File: src/rtl/regfile_bypass.sv
// Single-bit storage cell with asynchronous active-low clear.
module dff (
  input  logic clk,
  input  logic rst_n,
  input  logic d,
  output logic q
);
  always_ff @(posedge clk or negedge rst_n) begin
    if (!rst_n) q <= 1'b0;
    else        q <= d;
  end
endmodule

// Register file: 1 registered write port, 2 combinational read ports, optional write-to-read bypass.
// Latency: reads 0 cycles, writes visible on the storage path after the next rising edge.
// Backpressure: none; a write is accepted on every edge where writeEn is high.
module regfile_bypass #(
  parameter int WIDTH  = 16,
  parameter int NREGS  = 8,
  parameter int ADDR_W = 3,
  parameter bit BYPASS = 1'b1
) (
  input  logic              clk,
  input  logic              rst_n,
  input  logic [ADDR_W-1:0] read1RegSel,
  input  logic [ADDR_W-1:0] read2RegSel,
  input  logic [ADDR_W-1:0] writeRegSel,
  input  logic [WIDTH-1:0]  writeData,
  input  logic              writeEn,
  output logic [WIDTH-1:0]  read1Data,
  output logic [WIDTH-1:0]  read2Data,
  output logic              err
);

  logic [NREGS-1:0][WIDTH-1:0] regs;
  logic [NREGS-1:0][WIDTH-1:0] nxt;

  for (genvar r = 0; r < NREGS; r++) begin : g_reg
    assign nxt[r] = (writeEn && (writeRegSel == ADDR_W'(r))) ? writeData : regs[r];
    for (genvar b = 0; b < WIDTH; b++) begin : g_bit
      dff u_dff (
        .clk   (clk),
        .rst_n (rst_n),
        .d     (nxt[r][b]),
        .q     (regs[r][b])
      );
    end
  end

  logic fwd1, fwd2;

  always_comb begin
    fwd1 = BYPASS && rst_n && writeEn && (writeRegSel == read1RegSel);
    fwd2 = BYPASS && rst_n && writeEn && (writeRegSel == read2RegSel);
    // Storage is already clear in reset; the explicit gate keeps outputs 0 for X selects too.
    read1Data = '0;
    read2Data = '0;
    if (rst_n) begin
      read1Data = fwd1 ? writeData : regs[read1RegSel];
      read2Data = fwd2 ? writeData : regs[read2RegSel];
    end
  end

`ifdef SYNTHESIS
  assign err = 1'b0;
`else
  always_comb begin
    err = rst_n && $isunknown({writeEn, writeRegSel, read1RegSel, read2RegSel});
  end
`endif

endmodule

File: config.mk
export PLATFORM = sky130hd
export DESIGN_NAME = regfile_bypass
export DESIGN_NICKNAME = d
export VERILOG_FILES = /design/src/rtl/regfile_bypass.sv
export SDC_FILE = /design/constraint.sdc
export NUM_CORES = 1
export LEC_CHECK = 0
export CAP_MARGIN = 20
export CELL_PAD_IN_SITES_DETAIL_PLACEMENT = 0
export CELL_PAD_IN_SITES_GLOBAL_PLACEMENT = 1
export CORE_MARGIN = 2
export CORE_UTILIZATION = 49
export CTS_BUF_LIST = sky130_fd_sc_hd__clkbuf_8
export CTS_CLUSTER_SIZE = 25
export DETAILED_ROUTE_END_ITERATION = 16
export DONT_BUFFER_PORTS = 1
export MAX_ROUTING_LAYER = met4
export PLACE_DENSITY_LB_ADDON = 0.3
export SYNTH_ARGS = -nofsm -noshare
export SYNTH_HDL_FRONTEND = slang
export SYNTH_SLANG_ARGS = --single-unit
File: constraint.sdc
create_clock -name clk -period 1.6 [get_ports clk]
set_clock_uncertainty 0.15 [all_clocks]
set_input_delay 0.16 -clock clk [delete_from_list [all_inputs] [get_ports clk]]
set_output_delay 0.16 -clock clk [all_outputs]
set_load 0.005 [all_outputs]
* Word-level counts from Yosys, hierarchy flattened
Cells that the tools add are included.
Storage, ports and cells: bits of input ports 28, bits in registers 128, output and inout bits 33, word-level logic and storage cells 159
Operators by class: reduce and logical (&&, ||, !) cells 12, multiplexer cells 8, eq/ne operators 9, order comparisons 2
Operators with widths (number):
- binary-select mux 16 bit (select 3 bit) | 2
- 2-to-1 mux 16 bit | 6
- equality test 3 bit, second input constant | 4
- logical AND 1 bit | 11
- less-than comparator 3 x 4 -> 1 bit, second input constant | 2
- equality test 3 x 2 -> 1 bit, second input constant | 2
- equality test 3 bit | 2
- equality test 3 x 1 -> 1 bit, second input constant | 1
- logical NOT 3 bit | 1

* Depth between registers and ports, before layout
word-level depth 4, gate-level depth with buffers 7, mapped depth without buffers 4

* Modules after synthesis
Synthesis repeated with hierarchy kept, for this count alone.
Second synthesis, totals: cell total of the unflattened synthesis 564, area total of the unflattened synthesis 7244.4 µm²
By module, submodules not included:
- regfile_bypass | times used 1, seq. area each 0.0 µm², area an instance 4041.4 µm², cells each 436
- dff | times used 128, seq. area each 25.0 µm², area an instance 25.0 µm², cells each 1

* Worst setup path before layout
No wires, ideal clock.
path type input to output, from input port read1RegSel[0], to output port read1Data[10], slack -0.079 ns, stages on the path 6, path buffers 3, required time 1.290 ns, arrival time 1.369 ns, path through buf_2 xor2_1 or4_1 buf_2 buf_4 a21oi_1
Between the ends: word-level cells in the longest chain between the ends 4, elaborated cells between the ends (all ways) 6, classes of those cells eq/ne: 1; mux: 4; reduce/logical: 1
RTL lines:
- start, declared | RTL line 25 | input logic [ADDR_W-1:0] read1RegSel,
- binary-select mux 16 bit (select 3 bit) / equality test 3 bit (equally long branches) | RTL line 59, 53
- 2-to-1 mux 16 bit (not written as such) / logical AND 1 bit (equally long branches) | RTL line 59, 53
- 2-to-1 mux 16 bit (*) | RTL line 59 | read1Data = fwd1 ? writeData : regs[read1RegSel];
- 2-to-1 mux 16 bit (*) | RTL line 58 | if (rst_n) begin
- end, declared | RTL line 30 | output logic [WIDTH-1:0] read1Data,
Mark *: on every way between the ends. The rest lies on a longest branch, timed or not. The select of a mux whose other input is x is not followed.

* Worst setup path after layout
from register g_reg[7].g_bit[1].u_dff.q, to output port read2Data[1]
Between the ends: word-level cells in the longest chain between the ends 4
RTL lines:
- start, declared | RTL line 6 | output logic q
- start signal, assigned | RTL line 9 | if (!rst_n) q <= 1'b0;
- start signal, assigned | RTL line 10 | else q <= d;
- binary-select mux 16 bit (select 3 bit) | RTL line 60 | read2Data = fwd2 ? writeData : regs[read2RegSel];
- 2-to-1 mux 16 bit (not written as such) | RTL line 60
- 2-to-1 mux 16 bit | RTL line 60
- 2-to-1 mux 16 bit | RTL line 58
- end, declared | RTL line 31 | output logic [WIDTH-1:0] read2Data,
Every way passes these cells. The select of a mux whose other input is x is not followed.

==> impl_metrics.yaml <==
run_status:
  status: "finished, violations left"
  violations: "negative hold slack, negative setup slack"
finish:
  fin_nets: 598
  syn2layout_area_growth_pct: 14.2
  drive_gt1_frac: 0.506
  largest_register_ffs: 128
  final_area_mm2: 0.00828
  final_cells: 767
  final_core_util: 0.572
  multi_input_area_mm2: 0.00397
  nFillCells: 1204
  reg.largest.list: "g.g_bit.u_dff.q (128)"
  antenna_cells: 0
  regArea_mm2: 0.00320
  top_register: "g.g_bit.u_dff.q"
sta:
  finalSetupViolCount: 32
  period_share: 1.25
  worst_hold_slack_ns: -0.740
  rsz0062_at_grt: "yes"
  timing.fmax_mhz: 501
  min_period_ns: 1.99
  hold_viol: 128
  finalMaxSlewViolations: 0
  fin_ws_ns: -0.395
  timing.setup.tns_ns: -9.19
global_route:
  grt_usage: 0.250
  grt_max_degree: 162
  overflow: 0
  grt_pass1_vias: 5251
  antenna_found_initial: 0
  grt_pass1_wl_um: 29200
floorplanning:
  die_area_mm2: 0.0158
  start_util: 0.501
  die_h_um: 126
  io_pins: 61
  num_rows: 44
  die_w_um: 126
  fp.coreArea_mm2: 0.0145
worst_setup_path:
  crit_type: "flop to primary output"
  cp.arrival_ns: 1.68
  worstPathRequired_ns: 1.29
  start_kind: "flop"
  worstSetupEndpointType: "primary output"
  crit_fanout: 3
worst_hold_path:
  hold_class: "input port to asynchronous set/reset pin"
clocking:
  clk_pin_slew_ns: 0.07
  numCtsBuffers: 17
  hold_buffers: 18
  cts_buffer_depth: 2
  cts_root_buf: "clkbuf_8"
  h-tree-depth: 4
  clk_latency_ns: 0.43
  cts_tree: "yes"
  cts_sinks: 128
route:
  wl_per_cell_um: 23.8
  firstDrtPassIters: 4
  vias: 4691
  route.detailed.drc: 0
  postRouteAntennaNets: 0
  viasPerCell: 6.12
  drt_first_iter_violations: 250
  wirelength_um: 18200
pwr:
  power.density_mw_per_mm2: 1120
  p_leak_nw: 3.39
  power_mw: 9.28
  peakVddDrop_v: 0.000818
synth:
  async_reset_ff_frac: 1.00
  synth.distinct_cells: 26
  synthFlopType: "dfrtp_1"
  synth_common_cells: "dfrtp_1, mux2_2, mux2i_1, a21oi_1, mux4_2"
  syn_nets: 592
  postSynthAreaPerCell_um2: 12.9
  synth_cells: 564
  netlist_top_cells_area: "dfrtp_1, mux2_2, mux4_2, mux2i_1, a21oi_1"
  yosysSeqAreaShare: 0.442
  syn-cell-area_mm2: 0.00725
  yosys.area.top_type: "dfrtp_1"
  post-synth-top-area-fraction: 0.442
  synth.ff_latch_count: 128
  yosysWarnings: 0
  synth_edf_count: 0
placement:
  place_congestion: 0.776
  place_area_mm2: 0.00745
  numPortBuffers: 0
  dpl.cell_count: 710
  dpl.hpwl_um: 10600
  pre_cts_ws_ns: -0.134
job:
  cap_violations: 0
[cell type report]
| type | instances | share of cell area |
|---|---|---|
| sequential | 128 | 0.387 |
| tap | 184 | 0.0278 |
| clock inverter | 11 | 0.00891 |
| multi-input combinational | 372 | 0.479 |
| clock buffer | 21 | 0.0349 |
| timing repair buffer | 51 | 0.0622 |
[placed cells by master, fill, tap and decap left out, types with 3 or more instances in the layout]
cell type      instances
xor2_1                 6
clkinv_2               5
dlygate4sd3_1         18
buf_4                 26
clkbuf_8              21
nand4b_1               3
dfrtp_1              128
a21oi_4                3
mux2_2               128
mux4_2                34
o21ai_0                4
o22ai_1               30
a21oi_2               56
a21oi_1                3
o21ai_2                5
buf_12                 7
mux2i_1               60
o21ai_1               23
inv_1                  5
[power by group]
part	internal, mW	switching (mW)	total (mW)	leakage (nW)
clock network	1.35	1.21	2.56	0.211
registers	3.96	0.503	4.46	1.54
logic	1.43	0.826	2.26	1.64
total	6.74	2.54	9.28	3.39
[worst paths after layout]
kind | startpoint | endpoint | slack [ns] | depth (start not counted)
hold / removal | rst_n | g_reg[1].g_bit[13].u_dff.q | -0.74 | 0
min in group clk | writeRegSel[1] | g_reg[1].g_bit[4].u_dff.q | 0.03 | 3
setup reg to reg | g_reg[3].g_bit[9].u_dff.q | g_reg[3].g_bit[9].u_dff.q | 0.43 | 3
setup / recovery | g_reg[7].g_bit[1].u_dff.q | read2Data[1] | -0.39 | 4
hold reg to reg | g_reg[5].g_bit[15].u_dff.q | g_reg[5].g_bit[15].u_dff.q | 0.37 | 1
max in group asynchronous | rst_n | g_reg[6].g_bit[1].u_dff.q | 1.87 | 0
[repair_timing]
action                     CTS  global route
gates cloned                 0             0
setup endpoints to repair   32            32
pin swaps                   53            14
resized for setup           47            12
hold endpoints to repair   256           128
buffers inserted             4             3
[critical path: stages, from the launching register on]
cell	delay, ns
dfrtp_1	0.39
mux4_2	0.49
a21oi_2	0.15
a21oi_1	0.08
buf_4	0.13
[routing by layer]
metal  wire length [um]  GRT usage  vias up
li1                   -          -     2146
met1               8100      0.326     2434
met2               8810      0.393       95
met3               1060     0.0658       16
met4                274     0.0660        0
met5                  0          -        -
[cell families after synthesis]
kind of cell | after synthesis | synth area share
compound gates | 124 | 0.0918
buf+inv | 64 | 0.0500
mux | 224 | 0.390
flops | 128 | 0.442
xor+xnor | 6 | 0.00724
other cells | 1 | 0.000517
simple gates | 17 | 0.0191
Power figures use the tool's default switching activity.
